[src/rtl/archer_arrow_ctl.sv]
// archer_arrow_ctl: turns a rising edge of draw_weapon into one horizontal
// arrow. The arrow moves ARROW_SPEED px per frame_tick, ends its flight on a
// boss hit or at a screen edge, and a cooldown of COOLDOWN_TICKS frames follows.
//
//   state    | meaning
//   ---------+-------------------------------------------------------------
//   IDLE     | no arrow; a fresh draw_weapon rising edge launches one
//   FLY      | arrow in flight; hit test every clk, move on frame_tick
//   COOLDOWN | flight over; count frame_ticks before accepting a new launch
module archer_arrow_ctl #(
  parameter int SCREEN_W       = 1024,
  parameter int ARROW_SPEED    = 8,
  parameter int COOLDOWN_TICKS = 15
) (
  input  logic        clk,
  input  logic        rst,
  input  logic        frame_tick_i,
  input  logic        draw_weapon_i,
  input  logic        flip_hor_archer_i,
  input  logic [11:0] pos_x_archer_offset_i,
  input  logic [11:0] pos_y_archer_offset_i,
  input  logic [11:0] boss_x_min_i,
  input  logic [11:0] boss_x_max_i,
  input  logic [11:0] boss_y_min_i,
  input  logic [11:0] boss_y_max_i,
  output logic        arrow_active_o,
  output logic [11:0] arrow_x_o,
  output logic [11:0] arrow_y_o,
  output logic        arrow_flip_o,
  output logic        arrow_hit_o,
  output logic        busy_o
);

  localparam int          CNT_W    = (COOLDOWN_TICKS > 1) ? $clog2(COOLDOWN_TICKS) : 1;
  localparam logic [12:0] X_LIMIT  = 13'(SCREEN_W - 1);
  localparam logic [12:0] SPEED_13 = 13'(ARROW_SPEED);
  localparam logic [11:0] SPEED_12 = 12'(ARROW_SPEED);
  localparam logic [CNT_W-1:0] CNT_LAST = CNT_W'(COOLDOWN_TICKS - 1);

  typedef enum logic [1:0] {
    IDLE     = 2'd0,
    FLY      = 2'd1,
    COOLDOWN = 2'd2
  } state_t;

  state_t            state_q;
  logic              draw_prev_q;
  logic [11:0]       arrow_x_q;
  logic [11:0]       arrow_y_q;
  logic              arrow_flip_q;
  logic              arrow_hit_q;
  logic              arrow_active_q;
  logic              busy_q;
  logic [CNT_W-1:0]  cool_cnt_q;

  logic              launch_req;
  logic [12:0]       x_fwd;
  logic              exit_right;
  logic              exit_left;
  logic              in_box;

  // Launch edge detect, next forward position and boundary / hitbox tests on the registered arrow.
  always_comb begin
    launch_req = draw_weapon_i & ~draw_prev_q;
    x_fwd      = {1'b0, arrow_x_q} + SPEED_13;
    exit_right = (x_fwd > X_LIMIT);
    exit_left  = (arrow_x_q < SPEED_12);
    // Inverted bounds make one of the range compares impossible, so they never hit.
    in_box     = (arrow_x_q >= boss_x_min_i) && (arrow_x_q <= boss_x_max_i) &&
                 (arrow_y_q >= boss_y_min_i) && (arrow_y_q <= boss_y_max_i);
  end

  // Arrow FSM with all outputs registered alongside the state.
  always_ff @(posedge clk) begin
    if (rst) begin
      state_q        <= IDLE;
      draw_prev_q    <= 1'b1;
      arrow_x_q      <= '0;
      arrow_y_q      <= '0;
      arrow_flip_q   <= 1'b0;
      arrow_hit_q    <= 1'b0;
      arrow_active_q <= 1'b0;
      busy_q         <= 1'b0;
      cool_cnt_q     <= '0;
    end else begin
      draw_prev_q <= draw_weapon_i;
      arrow_hit_q <= 1'b0;
      case (state_q)
        IDLE: begin
          if (launch_req) begin
            state_q        <= FLY;
            arrow_x_q      <= pos_x_archer_offset_i;
            arrow_y_q      <= pos_y_archer_offset_i;
            arrow_flip_q   <= flip_hor_archer_i;
            arrow_active_q <= 1'b1;
            busy_q         <= 1'b1;
          end
        end
        FLY: begin
          if (in_box) begin
            // A hit wins over a simultaneous frame_tick: the arrow stays where it struck.
            state_q        <= COOLDOWN;
            arrow_hit_q    <= 1'b1;
            arrow_active_q <= 1'b0;
            cool_cnt_q     <= '0;
          end else if (frame_tick_i) begin
            if (!arrow_flip_q) begin
              if (exit_right) begin
                state_q        <= COOLDOWN;
                arrow_active_q <= 1'b0;
                cool_cnt_q     <= '0;
              end else begin
                arrow_x_q <= x_fwd[11:0];
              end
            end else begin
              if (exit_left) begin
                state_q        <= COOLDOWN;
                arrow_active_q <= 1'b0;
                cool_cnt_q     <= '0;
              end else begin
                arrow_x_q <= arrow_x_q - SPEED_12;
              end
            end
          end
        end
        COOLDOWN: begin
          if (frame_tick_i) begin
            if (cool_cnt_q == CNT_LAST) begin
              state_q <= IDLE;
              busy_q  <= 1'b0;
            end else begin
              cool_cnt_q <= cool_cnt_q + 1'b1;
            end
          end
        end
        default: begin
          state_q        <= IDLE;
          arrow_active_q <= 1'b0;
          busy_q         <= 1'b0;
        end
      endcase
    end
  end

  assign arrow_active_o = arrow_active_q;
  assign arrow_x_o      = arrow_x_q;
  assign arrow_y_o      = arrow_y_q;
  assign arrow_flip_o   = arrow_flip_q;
  assign arrow_hit_o    = arrow_hit_q;
  assign busy_o         = busy_q;

endmodule

[config.mk]
export PLATFORM = sky130hd
export DESIGN_NAME = archer_arrow_ctl
export DESIGN_NICKNAME = d
export VERILOG_FILES = /design/src/rtl/archer_arrow_ctl.sv
export SDC_FILE = /design/constraint.sdc
export NUM_CORES = 1
export LEC_CHECK = 0
export ABC_AREA = 1
export CORE_MARGIN = 3
export CORE_UTILIZATION = 39
export CTS_BUF_LIST = sky130_fd_sc_hd__clkbuf_8
export DETAILED_ROUTE_END_ITERATION = 7
export PLACE_DENSITY = 0.76
export SYNTH_ARGS = -nofsm -noshare
export SYNTH_HDL_FRONTEND = slang
export SYNTH_SLANG_ARGS = --single-unit
[constraint.sdc]
create_clock -name clk -period 3.9 [get_ports clk]
set_input_delay 0.39 -clock clk [delete_from_list [all_inputs] [get_ports clk]]
set_output_delay 0.39 -clock clk [all_outputs]
set_load 0.05 [all_outputs]
==> flow_metrics.py, run 1 <==
metrics = {
    "status": {
        "status": "finished, final reports clean",
    },
    "hold_path": {
        "hold_depth": 2,
        "hold_class": "flop to flop",
    },
    "finish": {
        "final_common_cell": "nand2_1",
        "fill_cells": 830,
        "fin_nets": 767,
        "n_antenna_cell": 0,
        "syn2layout_area_growth_pct": 35.89,
        "stdcell_count": 743,
        "final_cell_mix": "nand2_1 (117), clkdlybuf4s50_1 (104), inv_1 (97)",
        "stdcell_area_um2": 4538,
        "post_route_cells_drive_above_1_share": 0.02194,
    },
    "synthesis": {
        "async_flop_share": 0,
        "syn_inst": 538,
        "yosys.cell_types.count": 31,
        "synthFlopType": "dfxtp_1",
        "synth.avg_cell_area_um2": 6.207,
        "synth_edf_count": 0,
        "syn-num-nets": 668,
        "ys_warn_count": 0,
        "seq_area_frac_synth": 0.2098,
        "synth_area_um2": 3339,
        "synth-seq-cells": 35,
    },
    "routing": {
        "routedWlPerCell_um": 12.32,
        "drt_wl_total_mm": 9.156,
        "dr.pass1.iters": 4,
        "vias": 3644,
        "vias_per_cell": 4.904,
        "ant_nets": 0,
        "drc": 0,
        "drt-initial-drc-count": 100,
    },
    "sta": {
        "rsz0062_at_grt": "false",
        "finalCriticalPeriod_ns": 2.580,
        "tns_ns": 0,
        "skew_ns": 0.007618,
        "finalCritPeriodShare": 0.6616,
        "max_freq_mhz": 387.6,
        "finalSetupViolCount": 0,
        "worstMarginPinSlew_ns": 0.8623,
        "hold_viol": 0,
        "slew_viol_final": 0,
        "timing.slew.headroom": 0.4245,
    },
    "clock_network": {
        "cts_setup_buffers": 0,
        "cts-htree-levels": 2,
        "worst_skew_pair.late_latency_ns": 0.29,
        "ctsLongestPathBuffers": 2,
        "cts_resized": 0,
        "postCtsHoldBufs": 0,
        "cts.sinks": 35,
        "cts_tree": "built",
        "clk_pin_slew_ns": 0.08,
        "cts_buffers": 5,
        "cts-root-buf": "clkbuf_8",
    },
    "global_routing": {
        "grt_max_degree": 32,
        "grt-ovfl-total": 0,
        "antenna_found_initial": 0,
        "grt_pass1_wl_mm": 15.46,
        "first_global_vias": 3578,
        "grt_util_all_layers": 0.1894,
    },
    "critical_path": {
        "crit_type": "flop to flop",
        "crit_start": "arrow_x_o[3]",
        "cpPeakStageDelay_ns": 0.64,
        "crit_chain": "inv_1, ha_1, nand2_1, nor2_1, nand2_1, nand3_1, nor2_1, nand2_1, nand2_1, a21oi_2, nand2_2, nand2_2, nand2_2, nand2_1, nand2_1, nor2_1",
        "worstPathArrival_ns": 2.81,
        "reg2reg_depth": 16,
        "start_kind": "flop",
        "end_kind": "flop",
        "cpMostUsedCell": "nand2_1",
        "endpoint": "arrow_x_o[7]",
        "reg2reg_to": "arrow_x_o[7]",
        "cp.required_ns": 4.13,
        "slowest_stage": "dfxtp_1",
        "r2r_start": "arrow_x_o[3]",
        "path_max_fanout": 13,
        "rrSetupSlack_ns": 1.32,
    },
    "floorplan": {
        "num_io_pins": 105,
        "coreArea_um2": 8258,
        "dieHeight_um": 98.54,
        "die_w_um": 98.54,
        "rows": 33,
        "dieArea_um2": 9709,
        "start_util": 0.4044,
    },
    "placement": {
        "hpwl_mm": 7.510,
        "globalplace.congestion": 0.8454,
        "dp.cells": 735,
        "post_dp_cell_area_um2": 4457,
        "io_buffers": 104,
    },
    "power": {
        "p_per_area_nw_per_um2": 757.4,
        "ir_drop_mv": 0.4554,
        "power_leakage_uw": 0.002355,
    },
    "run": {
        "drv_cap": 0,
    },
}
critical path, delay by kind of cell, from the launching register on:
family / cells / cell delay (ns)
compound gates: 1 / 0.14
fa+ha+maj: 1 / 0.38
buf+inv: 1 / 0.21
flops: 1 / 0.64
simple gates: 13 / 1.15
synthesized netlist by cell type, types with 2 or more instances:
| master | instances | area, um^2 |
|---|---|---|
| a21o_1 | 2 | 15.01 |
| a21oi_1 | 30 | 150.1 |
| buf_2 | 3 | 15.01 |
| clkbuf_1 | 7 | 26.28 |
| clkbuf_2 | 2 | 10.01 |
| dfxtp_1 | 35 | 700.7 |
| ha_1 | 53 | 663.1 |
| inv_1 | 95 | 356.6 |
| nand2_1 | 117 | 439.2 |
| nand2_2 | 3 | 18.77 |
| nand3_1 | 27 | 135.1 |
| nand3b_1 | 4 | 30.03 |
| nand4_1 | 17 | 106.4 |
| nor2_1 | 83 | 311.6 |
| nor2_2 | 2 | 12.51 |
| nor3_1 | 2 | 10.01 |
| o21a_1 | 4 | 30.03 |
| o21ai_0 | 33 | 165.2 |
| o21bai_1 | 5 | 37.54 |
| xor2_1 | 3 | 26.28 |
per-layer routing:
layer	vias up	share of wire	routed length (um)	GRT usage
li1	1915	-	-	-
met2	103	0.48	4412	0.3339
met1	1612	0.42	3846	0.2278
met4	0	0.019	173	0.05462
met3	14	0.079	724	0.04671
met5	-	0	0	0
per-stage QoR:
| stage | hold WS [ns] | util | power, uW | setup WS, ns |
|---|---|---|---|---|
| floorplan | 0.4591 | - | 2502 | 1.459 |
| global placement | 0.4626 | 0.5397 | 3127 | 1.273 |
| detailed placement | 0.4786 | 0.5397 | 3191 | 1.202 |
| CTS | 0.4885 | 0.5495 | 3456 | 1.308 |
| global route | 0.5377 | 0.5495 | 3802 | 1.026 |
| finish | 0.4847 | 0.5495 | 3437 | 1.320 |
logic make-up after synthesis:
family,synth area share
xor gates and xnor gates,0.007870
DFF,0.2098
buffers and inverters,0.1278
adders and majority gates,0.1986
muxes,0.002997
and+or+nand+nor,0.3203
AOI/OAI and AO/OA,0.1326
power breakdown:
group	switching [uW]	total, uW	leakage [uW]	internal [uW]
registers	275	800	0.000289	525
logic	1530	2380	0.00202	858
clock network	133	253	0.0000505	120
worst min-delay path by stage:
stage	start	endpoint	slack, ns
6_report	busy_o	busy_o	0.48
5_1_grt	busy_o	busy_o	0.54
4_1_cts	busy_o	busy_o	0.49
3_5_place_dp	busy_o	busy_o	0.48
3_3_place_gp	busy_o	busy_o	0.46
2_1_floorplan	rst	busy_o	0.46
registers in the layout, summed over array words and instances (netlist names):
| name | flops |
|---|---|
| arrow_active_o | 1 |
| arrow_flip_o | 1 |
| arrow_hit_o | 1 |
| arrow_x_o | 12 |
| arrow_y_o | 12 |
| busy_o | 1 |
| cool_cnt_q | 4 |
| draw_prev_q | 1 |
| state_q | 2 |
layout make-up:
cell class,count,area [um^2],area share
clock buffer,5,68.82,0.01516
inverter,97,364.1,0.08023
sequential,35,700.7,0.1544
timing repair buffer,105,1049,0.2310
clock inverter,3,12.51,0.002757
multi-input combinational,393,2212,0.4875
tap,105,131.4,0.02895
No activity file was read; power rests on OpenSTA's default activity.
==> inputs of run 2 (changes only) <==
Settings changed: PLACE_DENSITY 0.76 to 0.79.
Clock period 3.9 ns to 2.3 ns, I/O delays scaled along.
==> run 2 against run 1 <==
- clock power grew 83%
- critical path depth shrank 2
- sequential power grew 57%
- routed wire length grew 6.7%
- worst hold slack gained 0.0053 ns
==> flow_metrics.py, run 2 (same netlist as run 1, synthesis figures left out) <==
metrics = {
    "placement": {
        "post_dp_cell_area_um2": 4587,
        "io_buffers": 104,
        "globalplace.congestion": 0.9127,
        "hpwl_mm": 7.953,
    },
    "global_routing": {
        "grt-ovfl-total": 0,
        "antenna_found_initial": 0,
        "grt_max_degree": 32,
        "first_global_vias": 3674,
        "grt_pass1_wl_mm": 16.08,
        "grt_util_all_layers": 0.1984,
    },
    "status": {
        "status": "finished, final reports clean",
    },
    "finish": {
        "fill_cells": 790,
        "multiInputGateArea_um2": 2242,
        "final_common_cell": "nand2_1",
        "post_route_cells_drive_above_1_share": 0.06260,
        "regArea_um2": 709.4,
        "n_antenna_cell": 0,
        "syn2layout_area_growth_pct": 41.29,
        "fin_nets": 785,
        "final_cell_mix": "nand2_1 (117), clkdlybuf4s50_1 (104), inv_1 (95)",
        "stdcell_area_um2": 4718,
    },
    "sta": {
        "finalCritPeriodShare": 0.9417,
        "skew_ns": 0.006053,
        "finalSetupViolCount": 0,
        "worst_hold_slack_ns": 0.4900,
        "hold_viol": 0,
        "max_freq_mhz": 461.7,
        "finalCriticalPeriod_ns": 2.166,
        "worstMarginPinSlew_ns": 0.6481,
        "slew_viol_final": 0,
        "timing.slew.headroom": 0.5674,
        "tns_ns": 0,
    },
    "critical_path": {
        "cp.required_ns": 2.48,
        "rrSetupSlack_ns": 0.16,
        "cpPeakStageDelay_ns": 0.45,
        "path_max_fanout": 5,
        "cpMostUsedCell": "nand2_1",
        "crit_type": "input pin to flop",
        "crit_chain": "clkdlybuf4s50_1, inv_1, ha_1, nand2_1, nor2_1, and2_1, nand4_1, nand2_1, nand4_1, nand2_2, buf_4, nand2_1, o21ai_0, nor2_1",
        "end_kind": "flop",
        "slowest_stage": "clkdlybuf4s50_1",
        "start_kind": "input pin",
        "worstPathArrival_ns": 2.35,
    },
    "clock_network": {
        "cts_buffers": 5,
        "cts-htree-levels": 2,
        "worst_skew_pair.late_latency_ns": 0.29,
        "cts_tree": "built",
        "ctsLongestPathBuffers": 2,
        "postCtsHoldBufs": 0,
        "clk_pin_slew_ns": 0.07,
        "cts-root-buf": "clkbuf_8",
        "cts.sinks": 35,
    },
    "power": {
        "p_per_area_nw_per_um2": 1315,
        "power_leakage_uw": 0.002443,
        "ir_drop_mv": 0.9433,
    },
    "floorplan": {
        "start_util": 0.4044,
        "rows": 33,
        "num_io_pins": 105,
        "die_w_um": 98.54,
        "dieArea_um2": 9709,
        "coreArea_um2": 8258,
        "dieHeight_um": 98.54,
    },
    "routing": {
        "drt-initial-drc-count": 168,
        "vias_per_cell": 5.032,
        "routedWlPerCell_um": 12.85,
        "drt_wl_total_mm": 9.767,
        "ant_nets": 0,
        "vias": 3824,
        "drc": 0,
        "dr.pass1.iters": 5,
    },
    "hold_path": {
        "hold_class": "input pin to flop",
    },
    "run": {
        "drv_cap": 0,
    },
}
run 2: final cells by class:
type / count / area share
flip-flops and latches: 35 / 0.1504
inverters: 97 / 0.07717
well taps: 105 / 0.02784
multi-input cells: 393 / 0.4752
clock inverters: 1 / 0.001061
clock buffers: 6 / 0.01750
repair buffers: 123 / 0.2509
run 2: final timing paths:
check	from	end	depth (start not counted)
setup / recovery	boss_y_max_i[7]	arrow_active_o	14
hold / removal	draw_weapon_i	draw_prev_q	3
setup reg to reg	arrow_x_o[4]	state_q[1]	14
hold reg to reg	busy_o	busy_o	2
run 2: metal layers:
| layer | vias to the layer above | GRT usage | part of all wire |
|---|---|---|---|
| li1 | 1958 | - | - |
| met1 | 1721 | 0.2376 | 0.42 |
| met2 | 131 | 0.3521 | 0.48 |
| met3 | 14 | 0.05025 | 0.078 |
| met4 | 0 | 0.05252 | 0.017 |
| met5 | - | 0 | 0 |
run 2: where the power goes:
group / internal, uW / switching (uW)
Sequential: 906 / 351
Clock: 235 / 228
Combinational: 1640 / 2840
run 2: worst max-delay path, delay by kind of cell:
family / cells / cell delay [ns]
simple gates: 9 / 0.99
buf+inv: 3 / 0.64
fa+ha+maj: 1 / 0.29
compound gates: 1 / 0.18
run 2: what timing repair did:
action | CTS | global route
buffers inserted | 0 | 1
setup endpoints to repair | 0 | 16
gates resized for setup | 0 | 13
run 2: through the flow:
step | setup WS [ns] | util | power [uW] | instances
finish | 0.1340 | 0.5714 | 6203 | 760
global route | -0.006785 | 0.5714 | 6798 | 760
CTS | 0.008560 | 0.5661 | 6133 | 759
detailed placement | -0.2141 | 0.5555 | 5649 | 752
global placement | -0.1154 | 0.5555 | 5495 | 752
floorplan | 0.06578 | - | 4246 | 538
==> inputs of run 3 (changes only) <==
Settings changed: CORE_UTILIZATION 39 to 44, PLACE_DENSITY 0.79 to 0.86.
==> run 3 against run 2 <==
- design area up 4.1%
- maximum frequency decreased by 1.0%
- sequential power barely moved
- count of clock-buffer cells in the layout stayed put
- die area fell by 11%
- via count is 1.8% higher
- clock skew decreased by 0.0010 ns
- utilization up 10 points
- routed wire length increased by 4.8%
- critical path depth increased by 1
- largest cell class unchanged
==> flow_metrics.py, run 3 (same netlist as run 1, synthesis figures left out) <==
metrics = {
    "critical_path": {
        "start_kind": "input pin",
        "reg2reg_depth": 13,
        "cp.required_ns": 2.48,
        "worstPathArrival_ns": 2.37,
        "reg2reg_to": "arrow_x_o[11]",
        "end_kind": "flop",
        "rrSetupSlack_ns": 0.17,
        "r2r_start": "arrow_y_o[9]",
        "crit_type": "input pin to flop",
        "path_max_fanout": 10,
    },
    "hold_path": {
        "hold_class": "flop to flop",
        "hold_end": "busy_o",
        "min-delay-start": "busy_o",
        "hold_depth": 2,
    },
    "power": {
        "p_per_area_nw_per_um2": 1351,
        "p_seq_frac": 0.193,
        "power_leakage_uw": 0.002487,
        "internal_power_uw": 3081,
        "ir_drop_mv": 0.9624,
        "pwr-share-comb": 0.718,
        "clockPowerShare": 0.089,
        "p_switching_uw": 3556,
        "swShare": 0.5358,
    },
    "clock_network": {
        "worst_skew_pair.late_latency_ns": 0.29,
        "cts-root-buf": "clkbuf_8",
        "clk_pin_slew_ns": 0.07,
        "cts_buffers": 5,
        "ctsLongestPathBuffers": 2,
        "cts_tree": "built",
        "cts-htree-levels": 2,
        "cts.sinks": 35,
    },
    "routing": {
        "drc": 0,
        "dr.pass1.iters": 5,
        "vias": 3891,
        "drt-initial-drc-count": 179,
        "routedWlPerCell_um": 13.50,
        "vias_per_cell": 5.133,
        "drt_wl_total_mm": 10.23,
        "ant_nets": 0,
    },
    "global_routing": {
        "grt_pass1_wl_mm": 16.88,
        "grt_max_degree": 22,
        "first_global_vias": 3931,
        "grt-ovfl-total": 0,
        "grt_util_all_layers": 0.2364,
        "antenna_found_initial": 0,
    },
    "finish": {
        "fin_nets": 788,
        "syn2layout_area_growth_pct": 47.13,
        "fill_cells": 603,
        "final_common_cell": "nand2_1",
        "n_antenna_cell": 0,
        "fin_util": 0.6738,
        "post_route_cells_drive_above_1_share": 0.1017,
        "stdcell_area_um2": 4913,
        "final_cell_mix": "nand2_1 (109), clkdlybuf4s50_1 (103), inv_1 (93)",
    },
    "placement": {
        "globalplace.congestion": 0.9748,
        "io_buffers": 104,
        "dpl_worst_slack_ns": -0.2747,
        "post_dp_cell_area_um2": 4594,
        "hpwl_mm": 8.099,
    },
    "sta": {
        "timing.slew.headroom": 0.5788,
        "max_freq_mhz": 457.0,
        "hold_viol": 0,
        "skew_ns": 0.005019,
        "slew_viol_final": 0,
        "worstMarginPinSlew_ns": 0.6312,
        "postLayoutSetupSlackWorst_ns": 0.1120,
        "finalCritPeriodShare": 0.9513,
        "finalSetupViolCount": 0,
        "finalCriticalPeriod_ns": 2.188,
    },
    "floorplan": {
        "dieHeight_um": 93.12,
        "die_w_um": 93.12,
        "rows": 31,
        "coreArea_um2": 7292,
        "start_util": 0.4580,
        "num_io_pins": 105,
        "dieArea_um2": 8671,
    },
    "status": {
        "status": "finished, final reports clean",
    },
    "run": {
        "drv_cap": 0,
    },
}
## run 3: cell count changes in the layout (fill, tap and decap cells not counted), sizes merged
cell / before / now
buf: 19 / 22
bufinv: 0 / 1
clkdlybuf4s50: 104 / 103
dlymetal6s2s: 0 / 1
## run 3: critical path: stages
cell	delay, ns
clkdlybuf4s50_1	0.46
inv_1	0.05
ha_1	0.29
nand2_2	0.07
nor2_4	0.13
nand2_1	0.06
nor2_1	0.09
nand2_1	0.07
nand4_1	0.13
nand4_1	0.21
nand2_2	0.16
nand2_4	0.08
buf_12	0.14
a21oi_1	0.12
nor2_1	0.07
## run 3: timing repair
item                       in CTS  in global routing
resized for setup               1                 36
setup buffers                   0                  2
hold buffers                    0                  0
setup endpoints to repair       2                 16
gates cloned                    0                  0
pin swaps                       0                 11
## run 3: area by class of cell
type / count / area (um^2) / share of cell area
multi-input cells: 393 / 2376 / 0.4836
repair buffers: 126 / 1225 / 0.2493
flip-flops and latches: 35 / 706.9 / 0.1439
inverters: 97 / 364.1 / 0.07410
well taps: 99 / 123.9 / 0.02521
clock buffers: 6 / 82.58 / 0.01681
clock inverters: 2 / 35.03 / 0.007130
## run 3: worst max path at each step
| stage | start | end | slack, ns | cells after the start |
|---|---|---|---|---|
| after global routing | boss_y_min_i[8] | arrow_active_o | -0.08 | 16 |
| after global placement | boss_y_min_i[11] | cool_cnt_q[1] | -0.20 | 15 |
| after floorplan | arrow_x_o[3] | arrow_x_o[4] | 0.07 | 17 |
| final | boss_y_min_i[8] | arrow_x_o[11] | 0.11 | 15 |
| after detailed placement | boss_y_min_i[11] | arrow_x_o[5] | -0.27 | 16 |
| after CTS | boss_y_min_i[11] | arrow_x_o[5] | 0.04 | 16 |
## run 3: metal layers
layer,part of all wire,up-vias,global-route usage
met5,0,-,0
met4,0.029,0,0.08913
met3,0.072,30,0.05471
met2,0.49,161,0.4325
met1,0.41,1739,0.2641
li1,-,1961,-
## run 3: stage by stage
step                TNS [ns]  total power (uW)  instances  hold slack, ns
global route         -0.7811              7253        758          0.5260
global placement      -2.553              5511        748          0.4795
detailed placement    -3.627              5672        748          0.4830
floorplan                  0              4246        538          0.2991
CTS                        0              6302        756          0.5040
finish                     0              6637        758          0.5017
## run 3: power by group through the flow
stage	Combinational [uW]	Sequential [uW]	Clock, uW
5_1_grt	5300	1330	625
3_3_place_gp	4270	1240	0
2_1_floorplan	2300	1940	0
6_report	4770	1280	588
4_1_cts	4460	1240	599
3_5_place_dp	4420	1250	0
